$ cat config.mk
export PLATFORM = sky130hd
export DESIGN_NAME = fetch_unit_flat
export DESIGN_NICKNAME = d
export VERILOG_FILES = /design/src/rtl/fetch_unit_if.sv /design/src/rtl/fetch_unit.sv /design/src/flat_wrapper.sv
export SDC_FILE = /design/constraint.sdc
export NUM_CORES = 1
export LEC_CHECK = 0
export BUFFER_PORTS_ARGS = -buffer_cell sky130_fd_sc_hd__buf_2
export CORE_UTILIZATION = 30
export DETAILED_ROUTE_END_ITERATION = 7
export HOLD_SLACK_MARGIN = 0.08
export PLACE_DENSITY = 0.57
export SYNTH_ARGS = -nofsm -noshare
export SYNTH_HDL_FRONTEND = slang
export SYNTH_SLANG_ARGS = --single-unit
$ cat constraint.sdc
create_clock -name clk -period 4.6 [get_ports clk]
set_input_delay 0.46 -clock clk [delete_from_list [all_inputs] [get_ports clk]]
set_output_delay 0.46 -clock clk [all_outputs]
set_load 0.05 [all_outputs]
$ cat src/rtl/fetch_unit_if.sv
// Fetch-stage bus: hazard/redirect controls and instruction memory in, IF/ID register and status out.
// The fetch unit connects through the slave modport; the driving side uses master.
interface fetch_unit_if;
    logic        stall;
    logic        flush;
    logic [1:0]  pc_src;
    logic [31:0] branch_target;
    logic [25:0] jump_index;
    logic [31:0] jr_target;
    logic [31:0] i_in;
    logic [31:0] address;
    logic [31:0] if_id_instr;
    logic [31:0] if_id_pc4;
    logic        if_id_valid;
    logic        fetch_err;
    logic [31:0] fetch_count;

    modport master (
        output stall, flush, pc_src, branch_target, jump_index, jr_target, i_in,
        input  address, if_id_instr, if_id_pc4, if_id_valid, fetch_err, fetch_count
    );

    modport slave (
        input  stall, flush, pc_src, branch_target, jump_index, jr_target, i_in,
        output address, if_id_instr, if_id_pc4, if_id_valid, fetch_err, fetch_count
    );
endinterface

$ cat src/rtl/fetch_unit.sv
// Instruction fetch stage: PC register with redirect/stall control and the IF/ID pipeline register.
// A redirect moves the PC even under stall; the slot at the current PC is still captured unless flushed.
module fetch_unit #(
    parameter logic [31:0] RESET_PC = 32'h0000_0000,
    parameter logic [31:0] NOP_WORD = 32'h0000_0000
) (
    input logic        clk,
    input logic        rst,
    fetch_unit_if.slave bus
);
    localparam logic [1:0] SRC_SEQ    = 2'b00;
    localparam logic [1:0] SRC_BRANCH = 2'b01;
    localparam logic [1:0] SRC_JUMP   = 2'b10;
    localparam logic [1:0] SRC_JR     = 2'b11;

    logic [31:0] pc_q, pc_d;
    logic [31:0] instr_q, instr_d;
    logic [31:0] pc4_q, pc4_d;
    logic        valid_q, valid_d;
    logic        err_q, err_d;
    logic [31:0] count_q, count_d;

    logic [31:0] pc_plus4;
    logic [31:0] redirect_target;
    logic        target_misaligned;

    assign pc_plus4 = pc_q + 32'd4;

    // Jump keeps the region bits of the instruction in ID, i.e. the delay slot's neighbour.
    always_comb begin
        // NOTE: every signal gets a default first so no path leaves it unassigned (no latch).
        redirect_target   = pc_q;
        target_misaligned = 1'b0;
        unique case (bus.pc_src)
            SRC_BRANCH: begin
                redirect_target   = bus.branch_target;
                target_misaligned = |bus.branch_target[1:0];
            end
            SRC_JUMP:   redirect_target = {pc4_q[31:28], bus.jump_index, 2'b00};
            SRC_JR: begin
                redirect_target   = bus.jr_target;
                target_misaligned = |bus.jr_target[1:0];
            end
            default:    redirect_target = pc_q;
        endcase
    end

    always_comb begin
        pc_d  = pc_q;
        err_d = err_q | target_misaligned;
        if (bus.pc_src != SRC_SEQ) begin
            pc_d = {redirect_target[31:2], 2'b00};
        end else if (!bus.stall) begin
            pc_d = pc_plus4;
        end
    end

    always_comb begin
        instr_d = instr_q;
        pc4_d   = pc4_q;
        valid_d = valid_q;
        count_d = count_q;
        if (bus.flush) begin
            instr_d = NOP_WORD;
            pc4_d   = 32'h0;
            valid_d = 1'b0;
        end else if (!bus.stall) begin
            instr_d = bus.i_in;
            pc4_d   = pc_plus4;
            valid_d = 1'b1;
            count_d = count_q + 32'd1;
        end
    end

    // NOTE: state flops use non-blocking assignments so all of them sample the same pre-edge values.
    always_ff @(posedge clk or posedge rst) begin
        if (rst) begin
            pc_q    <= RESET_PC;
            instr_q <= NOP_WORD;
            pc4_q   <= 32'h0;
            valid_q <= 1'b0;
            err_q   <= 1'b0;
            count_q <= 32'h0;
        end else begin
            pc_q    <= pc_d;
            instr_q <= instr_d;
            pc4_q   <= pc4_d;
            valid_q <= valid_d;
            err_q   <= err_d;
            count_q <= count_d;
        end
    end

    assign bus.address     = pc_q;
    assign bus.if_id_instr = instr_q;
    assign bus.if_id_pc4   = pc4_q;
    assign bus.if_id_valid = valid_q;
    assign bus.fetch_err   = err_q;
    assign bus.fetch_count = count_q;
endmodule

$ cat src/flat_wrapper.sv
// flat-port wrapper written by rule: the top's interface ports become plain ports
module fetch_unit_flat 
#(
    parameter logic [31:0] RESET_PC = 32'h0000_0000,
    parameter logic [31:0] NOP_WORD = 32'h0000_0000
)
  (clk, rst, bus_stall, bus_flush, bus_pc_src, bus_branch_target, bus_jump_index, bus_jr_target, bus_i_in, bus_address, bus_if_id_instr, bus_if_id_pc4, bus_if_id_valid, bus_fetch_err, bus_fetch_count);
  fetch_unit_if bus_i ();
  input logic clk;
  input logic rst;
  input wire logic [$bits(bus_i.stall)-1:0] bus_stall;
  input wire logic [$bits(bus_i.flush)-1:0] bus_flush;
  input wire logic [$bits(bus_i.pc_src)-1:0] bus_pc_src;
  input wire logic [$bits(bus_i.branch_target)-1:0] bus_branch_target;
  input wire logic [$bits(bus_i.jump_index)-1:0] bus_jump_index;
  input wire logic [$bits(bus_i.jr_target)-1:0] bus_jr_target;
  input wire logic [$bits(bus_i.i_in)-1:0] bus_i_in;
  output wire logic [$bits(bus_i.address)-1:0] bus_address;
  output wire logic [$bits(bus_i.if_id_instr)-1:0] bus_if_id_instr;
  output wire logic [$bits(bus_i.if_id_pc4)-1:0] bus_if_id_pc4;
  output wire logic [$bits(bus_i.if_id_valid)-1:0] bus_if_id_valid;
  output wire logic [$bits(bus_i.fetch_err)-1:0] bus_fetch_err;
  output wire logic [$bits(bus_i.fetch_count)-1:0] bus_fetch_count;
  assign bus_i.stall = bus_stall;
  assign bus_i.flush = bus_flush;
  assign bus_i.pc_src = bus_pc_src;
  assign bus_i.branch_target = bus_branch_target;
  assign bus_i.jump_index = bus_jump_index;
  assign bus_i.jr_target = bus_jr_target;
  assign bus_i.i_in = bus_i_in;
  assign bus_address = bus_i.address;
  assign bus_if_id_instr = bus_i.if_id_instr;
  assign bus_if_id_pc4 = bus_i.if_id_pc4;
  assign bus_if_id_valid = bus_i.if_id_valid;
  assign bus_fetch_err = bus_i.fetch_err;
  assign bus_fetch_count = bus_i.fetch_count;
  fetch_unit #(.RESET_PC(RESET_PC), .NOP_WORD(NOP_WORD)) u_core (.clk(clk), .rst(rst), .bus(bus_i));
endmodule
==> run_results.csv, run 1 <==
group,metric,value,unit
layout,multi_input_area,3180,sq um
timing,setup_viol,0,
power,ir_worst_vdd,0.000218,V
yosys,synth.ff_latch_count,127,
floorplan,initial_core_util,0.306,
yosys,yosys_warnings,0,
yosys,synth_edf_count,0,
place,portBuffers,255,
clocking,cts-root-buf,"clkbuf_16",
layout,n_fill_cell,2156,
global_routing,grt_pass1_vias,5350,
clocking,insertion_delay,0.42,ns
yosys,synth.area.mux_share,0.0557,
critical_path,r2r_cells,6,
layout,fin_area,8750,sq um
critical_path,r2r-end,"u_core.bus.if_id_pc4[26]",
clocking,cts_buffers,17,
timing,slew-limit-headroom,0.164,
clocking,cts.reportedPaths.clkPinSlew,0.07,ns
run_status,status,"finished, final reports clean",
yosys,synth_top_area_share,0.476,
route,drc,0,
layout,drive_above_1_share,0.348,
timing,finalCritPeriodShare,0.536,
yosys,synthFlopType,"dfrtp_1",
yosys,synth_area,6680,sq um
route,ant_nets,0,
timing,tns,0,ns
timing,finClkSkew,0.0141,ns
timing,drv_slew,0,
global_routing,overflow,0,
route,wl_per_cell,17.8,um
floorplan,chipHeight,151,um
yosys,synthArstFlopShare,1.00,
layout,nets,1016,
yosys,synth_xor_area_frac,0.109,
timing,tightest_slew,1.25,ns
global_routing,grt_max_degree,97,
place,dp.final_hpwl,15100,um
timing,hold_violations,0,
clocking,htree_levels,4,
power,p_total,3500,uW
route,drt-initial-drc-count,366,
yosys,synthTopCellsByArea,"dfrtp_1, xnor2_1, mux2i_1",
worst_hold_path,min_path_type,"in2async",
place,numPlacedInstances,1141,
route,via_per_inst,4.95,
critical_path,crit_path_end_kind,"register",
floorplan,rows,54,
global_routing,grt_pass1_wl,30900,um
critical_path,r2r-start,"u_core.bus.address[2]",
yosys,synth_compound_area_frac,0.124,
timing,fmax,0.406,GHz
global_routing,grt_antenna_before_repair,3,
yosys,synthAdderAreaFrac,0.0150,
global_routing,grt_usage,0.181,
clocking,cts_setup_buffers,0,
critical_path,path_max_fanout,12,
yosys,yosysTopAreaCell,"dfrtp_1",
timing,holdWs,0.209,ns
yosys,synth_top_family_by_area,"simple AND/OR/NAND/NOR gates",
yosys,yosysUniqueCellTypes,48,
yosys,avgSynthCellArea,10.2,sq um
floorplan,dieArea,22900,sq um
layout,areaGrowthSynthToFinish,31.1,%
floorplan,core_area,21800,sq um
yosys,yosys.area_share.simple,0.172,
clocking,cts_tree,"built",
floorplan,pin_count,258,
critical_path,ff2ff_setup_slack,2.13,ns
critical_path,required,4.94,ns
route,dr.pass1.iters,5,
place,gp_congestion,0.838,
power,p_per_area,400,nW/um^2
critical_path,cp-start-kind,"register",
clocking,post_cts_resize_count,0,
route,via_count,5812,
yosys,seq_area_frac_synth,0.476,
clocking,hold_buffers,0,
clocking,cts.sinks,127,
timing,period_minus_slack,2.47,ns
place,place_area,8110,sq um
layout,fin_cells,1175,
layout,ff_latch_area,3180,sq um
job,drv_cap,0,
power,power.leakage,0.00429,uW
critical_path,cp.arrival,2.80,ns
clocking,clock_path_buffers,2,
timing,rsz0062_at_grt,"no",
yosys,syn_inst,655,
critical_path,worst-setup-path-type,"reg2reg",
floorplan,die_w,151,um
route,routed_wl,20900,um
[through the flow]
stage / utilization / setup WS, ns
3_5_place_dp: 0.372 / 2.07
6_report: 0.401 / 2.13
2_1_floorplan: - / 0.756
5_1_grt: 0.401 / 2.02
3_3_place_gp: 0.372 / 2.12
4_1_cts: 0.401 / 2.15
[metal layers]
metal	GRT usage	up-vias	wire length (um)
met1	0.255	2759	9790
met3	0.0331	28	1060
met5	0	-	10
li1	-	2821	-
met2	0.271	202	9560
met4	0.0740	2	484
[cells in the final DEF, fill, tap and decap left out, drive strengths merged, types with 2 or more instances in the layout]
cell type,instances
a21o,2
a21oi,28
a222oi,30
and2,2
and3,10
and4,7
buf,259
bufinv,3
clkbuf,19
clkinv,4
clkinvlp,2
conb,2
dfrtp,127
diode,2
ha,8
inv,28
mux2i,36
nand2,26
nand3,29
nand4,20
nor2,65
nor2b,3
nor3,10
nor4,17
o21a,18
o21ai,5
o22ai,28
or2,4
or3,3
or4,4
xnor2,54
xor2,29
[Yosys cell counts (2+ instances only)]
master / instances
a21o_1: 2
a21oi_1: 27
a222oi_1: 30
and3_1: 10
and4_1: 7
buf_1: 5
buf_2: 4
buf_4: 4
clkbuf_1: 40
dfrtp_1: 127
ha_1: 8
inv_1: 24
mux2i_1: 36
nand2_1: 26
nand3_1: 29
nand4_1: 18
nand4_4: 2
nor2_1: 65
nor2b_1: 3
nor3_1: 10
nor4_1: 9
nor4_2: 7
o21a_1: 18
o21ai_0: 5
o22ai_1: 28
or2_2: 4
or3_1: 3
or4_1: 3
xnor2_1: 54
xor2_1: 29
[registers in the layout, indices dropped and copies added, names as in the netlist]
name / flops
u_core.bus.address: 30
u_core.bus.if_id_valid: 1
u_core.bus.fetch_count: 32
u_core.bus.if_id_pc4: 31
u_core.bus.fetch_err: 1
u_core.bus.if_id_instr: 32
[cell type report]
| class | count | share of cell area |
|---|---|---|
| Antenna cell | 2 | 0.000572 |
| Clock buffer | 19 | 0.0518 |
| Clock inverter | 13 | 0.0203 |
| Inverter | 24 | 0.0109 |
| Multi-Input combinational cell | 451 | 0.364 |
| Sequential cell | 127 | 0.363 |
| Tap cell | 280 | 0.0400 |
| Timing Repair Buffer | 259 | 0.150 |
[where the power goes]
part           internal (uW)  switching, uW
Combinational            216            529
Sequential              1200            117
Clock                    894            544
Total                   2310           1190
[kinds of logic (layout without fill, tap and decap cells)]
family	after synthesis	in the layout
XOR/XNOR	83	83
AO/OA/AOI/OAI	115	115
AND/OR/NAND/NOR	206	206
multiplexers	37	37
adder cells (fa/ha/maj)	8	8
buffers and inverters	78	315
other	1	4
flip-flops	127	127
[worst max-delay path by stage]
stage                     startpoint                       end  slack (ns)  cells after the start
5_1_grt        u_core.bus.address[2]  u_core.bus.if_id_pc4[26]        2.02                      6
2_1_floorplan                    rst    u_core.bus.address[10]        0.76                      1
3_5_place_dp               bus_stall    u_core.bus.address[19]        2.07                      5
6_report       u_core.bus.address[2]  u_core.bus.if_id_pc4[26]        2.13                      6
3_3_place_gp           bus_pc_src[0]    u_core.bus.address[26]        2.12                      7
4_1_cts        u_core.bus.address[2]    u_core.bus.address[19]        2.15                      5
[worst max-delay path, stage by stage (launching register included)]
cell,delay (ns)
dfrtp_1,0.52
ha_1,0.29
and3_1,0.31
nand2_1,0.33
nor4_1,0.58
o21ai_0,0.21
a21oi_1,0.15
No activity file was read; power rests on OpenSTA's default activity.
==> inputs of run 2 (changes only) <==
- PLACE_DENSITY: 0.57 -> 0.58
- clock period: 4.6 -> 2.2 ns (I/O delays scaled with it)
==> run 2 against run 1 <==
Total power up 110%. Clock power up 100%. Largest cell class is now flip-flops and latches. Fmax up 23%.
==> run_results.csv, run 2 (synthesis results as in run 1) <==
group,metric,value,unit
timing,rsz0062_at_grt,"no",
timing,fmax,0.500,GHz
place,portBuffers,255,
power,p_sw_frac,0.350,
critical_path,cp.arrival,2.35,ns
critical_path,cp.depth,5,
global_routing,grt_antenna_before_repair,0,
power,p_per_area,784,nW/um^2
timing,tns,0,ns
route,ant_nets,0,
critical_path,worst-setup-path-type,"reg2reg",
floorplan,dieArea,22900,sq um
clocking,cts-root-buf,"clkbuf_16",
power,sequentialPowerShare,0.374,
power,cellInternalPower,4760,uW
power,p_switching,2570,uW
clocking,cts_buffers,17,
layout,nets,1080,
power,power.leakage,0.00453,uW
clocking,insertion_delay,0.43,ns
route,dr.pass1.iters,5,
timing,setup_viol,0,
layout,drive_above_1_share,0.380,
power,p_total,7330,uW
clocking,cts_tree,"built",
floorplan,rows,54,
worst_hold_path,min_path_type,"in2reg",
clocking,clock_path_buffers,2,
global_routing,grt_pass1_vias,5886,
critical_path,crit_path_end_kind,"register",
global_routing,grt_max_degree,64,
critical_path,crit_family,"simple AND/OR/NAND/NOR gates",
route,routed_wl,22100,um
floorplan,core_area,21800,sq um
route,wl_per_cell,17.8,um
run_status,status,"finished, final reports clean",
layout,fin_cells,1237,
critical_path,cp-endpoint,"u_core.bus.if_id_pc4[23]",
route,drc,0,
clocking,cts_setup_buffers,0,
clocking,cts.sinks,127,
clocking,htree_levels,4,
place,dp.final_hpwl,15900,um
timing,finalCritPeriodShare,0.909,
critical_path,r2r-end,"u_core.bus.if_id_pc4[23]",
timing,tightest_slew,0.650,ns
layout,final_common_cell,"buf_2",
route,via_per_inst,5.03,
critical_path,path_max_fanout,9,
critical_path,crit_buf_inv,0,
layout,n_fill_cell,2118,
critical_path,crit_chain,"nand4_1, or4_4, or3_1, a21o_1, a21oi_2",
critical_path,r2r_cells,5,
clocking,hold_buffers,36,
critical_path,r2r-start,"u_core.bus.address[9]",
floorplan,pin_count,258,
clocking,cts.reportedPaths.clkPinSlew,0.06,ns
floorplan,initial_core_util,0.306,
power,power.share.clock,0.394,
place,numPlacedInstances,1169,
job,drv_cap,0,
global_routing,grt_usage,0.195,
layout,diodes,0,
floorplan,chipHeight,151,um
critical_path,crit_path_start,"u_core.bus.address[9]",
route,drt-initial-drc-count,498,
power,ir_worst_vdd,0.000489,V
power,p_comb_frac,0.231,
global_routing,overflow,0,
timing,period_minus_slack,2.00,ns
place,gp_congestion,0.868,
timing,slew-limit-headroom,0.566,
timing,finClkSkew,0.0117,ns
layout,areaGrowthSynthToFinish,40.0,%
floorplan,die_w,151,um
layout,mostFrequentLayoutCells,"buf_2, dfrtp_1, nor2_1",
route,via_count,6221,
critical_path,max_stage_delay,0.62,ns
critical_path,required,2.55,ns
timing,drv_slew,0,
critical_path,ff2ff_setup_slack,0.20,ns
global_routing,grt_pass1_wl,33200,um
timing,hold_violations,0,
critical_path,cp-start-kind,"register",
critical_path,critPathSlowestCell,"or4_4",
clocking,post_cts_resize_count,0,
run 2: cell count changes in the layout (fill, tap and decap cells not counted):
cell | before | now
dfrtp_2 | 0 | 26
clkinv_4 | 4 | 1
inv_6 | 4 | 7
clkbuf_1 | 0 | 1
bufinv_16 | 3 | 2
buf_4 | 5 | 30
diode_2 | 2 | 0
inv_8 | 1 | 2
dlygate4sd3_1 | 0 | 36
dfrtp_1 | 127 | 101
buf_12 | 0 | 3
clkinvlp_4 | 2 | 3
clkbuf_8 | 2 | 0
run 2: how the worst min path moves through the flow:
stage,startpoint,depth (start not counted),slack (ns),endpoint
final,bus_jr_target[25],3,0.10,u_core.bus.address[25]
after global routing,bus_jr_target[24],3,0.13,u_core.bus.address[24]
after CTS,bus_jr_target[24],3,0.09,u_core.bus.address[24]
after detailed placement,rst,2,0.26,u_core.bus.fetch_count[31]
after global placement,rst,2,0.25,u_core.bus.fetch_count[29]
after floorplan,bus_i_in[0],2,0.37,u_core.bus.if_id_instr[0]
run 2: worst reg2reg max path, stage by stage (launching register included):
cell	delay, ns
dfrtp_2	0.44
nand4_1	0.20
or4_4	0.62
or3_1	0.35
a21o_1	0.20
a21oi_2	0.13
run 2: layout make-up:
class / count / area [sq um] / area share
clock buffers: 18 / 429 / 0.0459
well taps: 280 / 350 / 0.0375
flip-flops and latches: 127 / 3210 / 0.343
inverters: 24 / 93.8 / 0.0100
repair buffers: 323 / 1920 / 0.205
clock inverters: 14 / 168 / 0.0179
multi-input cells: 451 / 3180 / 0.340
run 2: power by group through the flow:
stage	Sequential, uW	Clock, uW	Combinational, uW
CTS	2740	2950	1710
detailed placement	2780	0	1650
global route	2770	3040	1800
finish	2740	2890	1700
global placement	2770	0	1650
floorplan	3360	0	531
run 2: metrics by stage:
step | utilization | instance area [sq um] | hold WS (ns) | setup WS [ns]
after global routing | 0.428 | 9350 | 0.131 | 0.0930
final | 0.428 | 9350 | 0.103 | 0.200
after floorplan | - | 6730 | 0.373 | 0.00588
after global placement | 0.385 | 8390 | 0.246 | 0.241
after detailed placement | 0.385 | 8390 | 0.255 | 0.230
after CTS | 0.428 | 9350 | 0.0909 | 0.213
run 2: per-layer routing:
layer  part of all wire  routed length [um]  GRT usage
met2               0.47               10300      0.305
met3              0.062                1370     0.0337
met5                  0                   0          0
met1               0.44                9750      0.262
met4              0.028                 626     0.0865
